## config.mk

```make
export PLATFORM = sky130hd
export DESIGN_NAME = ddr5_cmd_sequencer
export DESIGN_NICKNAME = d
export VERILOG_FILES = /design/src/rtl/ddr5_cmd_sequencer.sv
export SDC_FILE = /design/constraint.sdc
export NUM_CORES = 1
export LEC_CHECK = 0
export BUFFER_PORTS_ARGS = -buffer_cell sky130_fd_sc_hd__buf_2
export CORE_MARGIN = 2
export CORE_UTILIZATION = 49
export CTS_CLUSTER_SIZE = 20
export DETAILED_ROUTE_END_ITERATION = 7
export PLACE_DENSITY_LB_ADDON = 0.08
export SLEW_MARGIN = 30
export SYNTH_ARGS = -nofsm -noshare
export SYNTH_HDL_FRONTEND = slang
export SYNTH_SLANG_ARGS = --single-unit
```

## constraint.sdc

```tcl
create_clock -name clk -period 2.45 [get_ports clk]
set_input_delay 0.245 -clock clk [delete_from_list [all_inputs] [get_ports clk]]
set_output_delay 0.245 -clock clk [all_outputs]
set_load 0.01 [all_outputs]
```

## src/rtl/ddr5_cmd_sequencer.sv

```systemverilog
// ddr5_cmd_sequencer: closed-page DDR5 command sequencer, one request in flight.
// Emits ACT0,ACT1,RD0/WR0,RD1/WR1,PRE with tRCD, tRTP/tWTP and tRP spacing.
//
// Ports:
//   clk, rst_n            clock, async active-low reset
//   req_valid/req_ready   request handshake (ready only while IDLE)
//   req_opn/bg/ba/row/col decoded request (opn 0 rd, 1 wr, 2 fetch, 3 illegal)
//   cmd_valid/cmd_type    Moore command strobe and encoding
//   cmd_bg/ba/row/col     address fields latched at the last transfer
//   busy                  sequencer not IDLE
//   err_illegal_op        one-cycle pulse after an opn==3 request is dropped
//
// Optional build macro DDR5_CMD_TRACE_EN: adds a cycle counter and prints
// one trace line per issued command.
`timescale 1ns/1ps

module ddr5_cmd_sequencer #(
    parameter int T_RCD = 8,
    parameter int T_RTP = 6,
    parameter int T_WTP = 12,
    parameter int T_RP  = 8,
    parameter int CNT_W = 8
) (
    input  logic        clk,
    input  logic        rst_n,
    input  logic        req_valid,
    output logic        req_ready,
    input  logic [1:0]  req_opn,
    input  logic [2:0]  req_bg,
    input  logic [1:0]  req_ba,
    input  logic [15:0] req_row,
    input  logic [9:0]  req_col,
    output logic        cmd_valid,
    output logic [2:0]  cmd_type,
    output logic [2:0]  cmd_bg,
    output logic [1:0]  cmd_ba,
    output logic [15:0] cmd_row,
    output logic [9:0]  cmd_col,
    output logic        busy,
    output logic        err_illegal_op
);

    typedef enum logic [3:0] {
        S_IDLE,
        S_ACT0,
        S_ACT1,
        S_WAIT_RCD,
        S_CAS0,
        S_CAS1,
        S_WAIT_PRE,
        S_PRE,
        S_WAIT_RP
    } state_t;

    localparam logic [2:0] C_NOP  = 3'd0;
    localparam logic [2:0] C_ACT0 = 3'd1;
    localparam logic [2:0] C_ACT1 = 3'd2;
    localparam logic [2:0] C_RD0  = 3'd3;
    localparam logic [2:0] C_RD1  = 3'd4;
    localparam logic [2:0] C_WR0  = 3'd5;
    localparam logic [2:0] C_WR1  = 3'd6;
    localparam logic [2:0] C_PRE  = 3'd7;

    // Residual wait lengths: the cycles not already covered by the
    // command states themselves (ACT0/ACT1, CAS0/CAS1, PRE).
    localparam logic [CNT_W-1:0] RES_RCD = CNT_W'(T_RCD - 2);
    localparam logic [CNT_W-1:0] RES_RTP = CNT_W'(T_RTP - 2);
    localparam logic [CNT_W-1:0] RES_WTP = CNT_W'(T_WTP - 2);
    localparam logic [CNT_W-1:0] RES_RP  = CNT_W'(T_RP - 1);
    localparam logic [CNT_W-1:0] CNT_ONE = CNT_W'(1);

    state_t           r_state;
    state_t           w_state_nxt;
    logic [CNT_W-1:0] r_cnt;
    logic [CNT_W-1:0] w_cnt_nxt;
    logic [CNT_W-1:0] w_pre_res;
    logic             r_is_wr;
    logic             r_err;
    logic             w_xfer;
    logic             w_legal;

    // Gated by rst_n so nothing is accepted while reset is held.
    assign req_ready      = (r_state == S_IDLE) && rst_n;
    assign w_xfer         = req_valid && req_ready;
    assign w_legal        = (req_opn != 2'd3);
    assign w_pre_res      = r_is_wr ? RES_WTP : RES_RTP;
    assign busy           = (r_state != S_IDLE);
    assign err_illegal_op = r_err;

    always_ff @(posedge clk or negedge rst_n) begin
        if (!rst_n) begin
            r_state <= S_IDLE;
            r_cnt   <= '0;
        end else begin
            r_state <= w_state_nxt;
            r_cnt   <= w_cnt_nxt;
        end
    end

    always_ff @(posedge clk or negedge rst_n) begin
        if (!rst_n) begin
            cmd_bg  <= '0;
            cmd_ba  <= '0;
            cmd_row <= '0;
            cmd_col <= '0;
            r_is_wr <= 1'b0;
            r_err   <= 1'b0;
        end else begin
            r_err <= w_xfer && !w_legal;
            if (w_xfer) begin
                cmd_bg  <= req_bg;
                cmd_ba  <= req_ba;
                cmd_row <= req_row;
                cmd_col <= req_col;
                r_is_wr <= (req_opn == 2'd1);
            end
        end
    end

    // Next state and wait counter. A wait state is entered with its
    // residual loaded and left when the counter reaches 1; a zero
    // residual skips the wait state entirely.
    always_comb begin
        w_state_nxt = r_state;
        w_cnt_nxt   = r_cnt;
        unique case (r_state)
            S_IDLE: begin
                if (w_xfer && w_legal) begin
                    w_state_nxt = S_ACT0;
                end
            end
            S_ACT0: w_state_nxt = S_ACT1;
            S_ACT1: begin
                if (RES_RCD == '0) begin
                    w_state_nxt = S_CAS0;
                end else begin
                    w_state_nxt = S_WAIT_RCD;
                    w_cnt_nxt   = RES_RCD;
                end
            end
            S_WAIT_RCD: begin
                if (r_cnt == CNT_ONE) begin
                    w_state_nxt = S_CAS0;
                end else begin
                    w_cnt_nxt = r_cnt - CNT_ONE;
                end
            end
            S_CAS0: w_state_nxt = S_CAS1;
            S_CAS1: begin
                if (w_pre_res == '0) begin
                    w_state_nxt = S_PRE;
                end else begin
                    w_state_nxt = S_WAIT_PRE;
                    w_cnt_nxt   = w_pre_res;
                end
            end
            S_WAIT_PRE: begin
                if (r_cnt == CNT_ONE) begin
                    w_state_nxt = S_PRE;
                end else begin
                    w_cnt_nxt = r_cnt - CNT_ONE;
                end
            end
            S_PRE: begin
                if (RES_RP == '0) begin
                    w_state_nxt = S_IDLE;
                end else begin
                    w_state_nxt = S_WAIT_RP;
                    w_cnt_nxt   = RES_RP;
                end
            end
            S_WAIT_RP: begin
                if (r_cnt == CNT_ONE) begin
                    w_state_nxt = S_IDLE;
                end else begin
                    w_cnt_nxt = r_cnt - CNT_ONE;
                end
            end
            default: w_state_nxt = S_IDLE;
        endcase
    end

    // Moore command decode from the registered state.
    always_comb begin
        cmd_valid = 1'b0;
        cmd_type  = C_NOP;
        unique case (r_state)
            S_ACT0: begin
                cmd_valid = 1'b1;
                cmd_type  = C_ACT0;
            end
            S_ACT1: begin
                cmd_valid = 1'b1;
                cmd_type  = C_ACT1;
            end
            S_CAS0: begin
                cmd_valid = 1'b1;
                cmd_type  = r_is_wr ? C_WR0 : C_RD0;
            end
            S_CAS1: begin
                cmd_valid = 1'b1;
                cmd_type  = r_is_wr ? C_WR1 : C_RD1;
            end
            S_PRE: begin
                cmd_valid = 1'b1;
                cmd_type  = C_PRE;
            end
            default: begin
                cmd_valid = 1'b0;
                cmd_type  = C_NOP;
            end
        endcase
    end

`ifdef DDR5_CMD_TRACE_EN
    logic [63:0] r_cyc;

    always_ff @(posedge clk or negedge rst_n) begin
        if (!rst_n) begin
            r_cyc <= '0;
        end else begin
            r_cyc <= r_cyc + 64'd1;
        end
    end

    always_ff @(posedge clk) begin
        if (rst_n && cmd_valid) begin
            unique case (cmd_type)
                C_ACT0: $display("At time %0d ACT0 %0d %0d %h",
                                 r_cyc, cmd_bg, cmd_ba, cmd_row);
                C_ACT1: $display("At time %0d ACT1 %0d %0d %h",
                                 r_cyc, cmd_bg, cmd_ba, cmd_row);
                C_RD0:  $display("At time %0d RD0 %0d %0d %h",
                                 r_cyc, cmd_bg, cmd_ba, cmd_col);
                C_RD1:  $display("At time %0d RD1 %0d %0d %h",
                                 r_cyc, cmd_bg, cmd_ba, cmd_col);
                C_WR0:  $display("At time %0d WR0 %0d %0d %h",
                                 r_cyc, cmd_bg, cmd_ba, cmd_col);
                C_WR1:  $display("At time %0d WR1 %0d %0d %h",
                                 r_cyc, cmd_bg, cmd_ba, cmd_col);
                C_PRE:  $display("At time %0d PRE %0d %0d",
                                 r_cyc, cmd_bg, cmd_ba);
                default: ;
            endcase
        end
    end
`endif

endmodule

```

==> impl_results.rst <==
.. list-table::
   :header-rows: 1

   * - Metric
     - Value
   * - Fraction of layout cells with a size suffix above 1
     - 0.359
   * - Actual slew at the worst max-slew pin
     - roughly 640 ps
   * - DRT antenna net count
     - 0
   * - N_diodes
     - 0
   * - Count of different cell masters after synthesis
     - 42
   * - Number of antenna violations at the first check in global routing
     - 0
   * - Count of final max-slew check failures
     - 0
   * - Synth area leader
     - sky130_fd_sc_hd__dfrtp_1
   * - H-tree Lvls
     - 2
   * - Commonest non-fill, non-tap cell in the layout
     - sky130_fd_sc_hd__buf_2
   * - Status
     - finished clean
   * - Overall die area
     - 0.00489 mm^2
   * - Buffer levels on the longest clock path
     - 2
   * - Area share of fa/ha/maj cells after synthesis
     - 0.0117
   * - Number of cells traversed by the worst register-to-register path
     - 4
   * - Xor/xnor share of the synthesized area
     - 0.0282
   * - Crit Reg-Reg Startpoint
     - r_state[0]
   * - Worst Clk Skew
     - roughly 5.7 ps
   * - Final period demand of the worst path
     - a little under 2000 ps
   * - Hold Path Sink
     - cmd_col[2]
   * - VDD IR-drop max
     - around 830 uV
   * - Cell depth of the worst setup path
     - 3
   * - Yosys top cell area share
     - 0.528
   * - Share of the clock period used by the worst path
     - 0.809
   * - FF+latch count, synth
     - 45
   * - Post-synth design cell area
     - around 0.0021 mm^2
   * - Residual overflow from global routing
     - 0
   * - Post-synthesis simple-gate area fraction
     - 0.148
   * - Critical path endpoint category
     - output port
   * - Count of fill cells added during filler insertion
     - about 350
   * - Largest cells by area after synthesis
     - sky130_fd_sc_hd__dfrtp_1 53%, sky130_fd_sc_hd__mux2_1 16%, sky130_fd_sc_hd__nor2_1 2.8%, sky130_fd_sc_hd__buf_6 2.1%, sky130_fd_sc_hd__xor2_1 2.1%
   * - Main combinational cell family by area after synthesis
     - multiplexers
   * - Count of yosys warnings during synthesis
     - 0
   * - PwrDens
     - about 1200 mW/mm^2
   * - Floorplan core area
     - approximately 0.0041 mm^2
   * - Final Core Density
     - 0.636
   * - Unrepaired setup endpoints after global routing
     - false
   * - Number of vias per cell
     - approximately 5.2
   * - Hold path cells
     - 2
   * - Mux contribution to synthesized area
     - 0.164
   * - Count of buffer and inverter cells on the critical path
     - 1
   * - Tightest slew margin relative to the limit
     - 0.576
   * - Aggregate global-route resource usage
     - 0.175
   * - Clock Pin Slew Worst Setup and Hold Paths
     - 80 ps
   * - Post-route DRC violation count
     - 0
   * - Worst-case setup margin in the final layout
     - between 400 and 500 ps
   * - Clk_lat worst skew
     - 290 ps
   * - Kind of cell adding the most delay to the critical path
     - flip-flops
   * - Root Buffer Master
     - sky130_fd_sc_hd__clkbuf_8
   * - Synth Net Count
     - ~220
   * - Count of flip-flops with a built-in enable after synthesis
     - 0
   * - Initial cell density of the core
     - 0.522
   * - Number of DRC markers after the initial detailed-route iteration
     - 35
   * - Count of TritonRoute iterations in the first routing pass
     - 4
   * - Worst path max stage delay
     - approximately 620 ps
   * - Setup slack of the worst register-to-register path
     - approximately 540 ps
   * - Largest net degree at the start of global routing
     - between 40 and 50
   * - Number of failing hold endpoints at the final stage
     - 0
   * - Gate count after technology mapping
     - 179
   * - Data arrival time of the critical path
     - between 1500 and 2000 ps
   * - CP max-delay cell
     - sky130_fd_sc_hd__dfrtp_1
   * - Post-route insts no fill
     - 301
   * - Clock sink count
     - 45
   * - Number of global-route vias before repair
     - roughly 1500
   * - Site Rows
     - 23
   * - Endpoint of the most critical register-to-register path
     - cmd_row[6]
   * - Setup tns final
     - 0 ps
   * - Clock tree from TritonCTS
     - done
   * - Startpoint type of the worst setup path
     - register
   * - Register area share after synthesis
     - 0.528
   * - Hold path start
     - req_col[2]
   * - Achievable Freq
     - between 500 and 600 MHz
   * - Die Span X
     - 70.0 um
   * - Dpl ws
     - roughly 540 ps
   * - Hold crit path type
     - input port to register
   * - Vertical extent of the die
     - between 60 and 70 um
   * - Classification of the worst setup path
     - register to output port
   * - Number of nets in the layout
     - a little under 300
   * - Number of instances in the placed design
     - about 290
   * - Pleak
     - roughly 1.3 nW
   * - Complex-gate fraction of the synthesized area
     - 0.0745
   * - Final Power
     - about 3.2 mW
   * - Worst-path maximum fanout
     - 17
   * - Fraction of registers with async set/reset
     - 1.00
   * - Setup Viol. Count Final
     - 0
   * - Number of I/O port buffers
     - 73
   * - CTS buffer count
     - 5
   * - Global-route wire length before repair
     - between 6000 and 7000 um
   * - Average footprint of a synthesized cell
     - 11.9 um^2
   * - Commonest non-fill, non-tap cells in the layout
     - 73 x sky130_fd_sc_hd__buf_2, 45 x sky130_fd_sc_hd__dfrtp_1, 31 x sky130_fd_sc_hd__mux2_1
   * - Wirelength per Cell
     - between 10 and 15 um
   * - Post-detail-place hpwl
     - 2930 um
   * - Top-level I/O count
     - 74
   * - Max Cap Viol
     - 0
   * - Via Count
     - around 1600
   * - Routability congestion estimate
     - approximately 0.78
   * - Chain of cells forming the critical path
     - or3b_1 -> a21oi_1 -> buf_2
   * - Routed wire length
     - between 3000 and 4000 um
   * - Most used DFF post-synth
     - sky130_fd_sc_hd__dfrtp_1
   * - Post-synthesis to final-layout area growth
     - 21.9%
   * - Required time reported for the critical path endpoint
     - 2200 ps
## sequential cells by signal, indices dropped and copies added (netlist names)
register,count
cmd_ba,2
cmd_bg,3
err_illegal_op,1
r_state,4
r_cnt,8
cmd_col,10
r_is_wr,1
cmd_row,16
## report_power, final
part / switching (mW) / leakage (nW) / internal, mW
Clock: 0.230 / 0.0399 / 0.188
Sequential: 0.296 / 0.559 / 1.08
Combinational: 0.765 / 0.695 / 0.683
Total: 1.29 / 1.29 / 1.95
## what timing repair did
item | CTS | global route
hold buffers | 1 | 0
hold endpoints to repair | 2 | 0
setup buffers | 0 | 0
gates resized for setup | 0 | 0
## kinds of logic after synthesis
| group | Yosys count |
|---|---|
| AO/OA/AOI/OAI | 23 |
| XOR/XNOR | 6 |
| adder cells (fa/ha/maj) | 2 |
| buffers and inverters | 16 |
| flip-flops | 45 |
| multiplexers | 31 |
| AND/OR/NAND/NOR | 56 |
## layer usage
layer  GRT usage  vias up  share of wire  wire length [um]
li1            -      775              -                 -
met1       0.230      742           0.46              1840
met2       0.270       53           0.45              1790
met3      0.0462        5          0.071               280
met4      0.0812        0          0.013                52
met5           0        -              0                 0
## final cells by class
class | instances | area [um^2] | share of cell area
clock buffers | 5 | 68.8 | 0.0265
clock inverters | 1 | 5.00 | 0.00192
inverters | 5 | 18.8 | 0.00722
multi-input cells | 118 | 908 | 0.349
flip-flops and latches | 45 | 1130 | 0.433
well taps | 50 | 62.6 | 0.0241
repair buffers | 77 | 410 | 0.158
## cells in the mapped netlist, types with 2 or more instances
| cell | instances |
|---|---|
| sky130_fd_sc_hd__nand4_1 | 4 |
| sky130_fd_sc_hd__buf_6 | 4 |
| sky130_fd_sc_hd__nand2b_1 | 2 |
| sky130_fd_sc_hd__nand2_1 | 11 |
| sky130_fd_sc_hd__inv_1 | 5 |
| sky130_fd_sc_hd__and3_1 | 2 |
| sky130_fd_sc_hd__buf_2 | 3 |
| sky130_fd_sc_hd__o21ai_1 | 4 |
| sky130_fd_sc_hd__a21oi_1 | 7 |
| sky130_fd_sc_hd__nor2_1 | 16 |
| sky130_fd_sc_hd__a21oi_2 | 2 |
| sky130_fd_sc_hd__xor2_1 | 5 |
| sky130_fd_sc_hd__ha_1 | 2 |
| sky130_fd_sc_hd__nand3_1 | 6 |
| sky130_fd_sc_hd__dfrtp_1 | 45 |
| sky130_fd_sc_hd__clkbuf_1 | 2 |
| sky130_fd_sc_hd__a31oi_1 | 2 |
| sky130_fd_sc_hd__mux2_1 | 31 |
| sky130_fd_sc_hd__nor4b_1 | 2 |
| sky130_fd_sc_hd__nor3_1 | 2 |
## per-stage QoR
step,hold WS (ps),cell area [um^2]
after detailed placement,66.3,2520
after CTS,156,2600
after global placement,61.5,2520
after global routing,162,2600
after floorplan,-50.6,2130
final,163,2600
## worst register-to-register path: cells and delay by family (launching register included)
family | cells | cell delay (ps)
AND/OR/NAND/NOR | 2 | 590
multiplexers | 1 | 360
flip-flops | 1 | 620
buffers and inverters | 1 | 210
## worst max-delay path by stage
| stage | endpoint | startpoint |
|---|---|---|
| global placement | r_cnt[2] | r_cnt[1] |
| detailed placement | cmd_col[6] | r_state[2] |
| global route | cmd_type[1] | r_state[0] |
| CTS | cmd_type[1] | r_state[0] |
| finish | cmd_type[1] | r_state[0] |
| floorplan | cmd_ba[1] | r_state[3] |
Note: power is estimated with default switching activity, not from simulation.
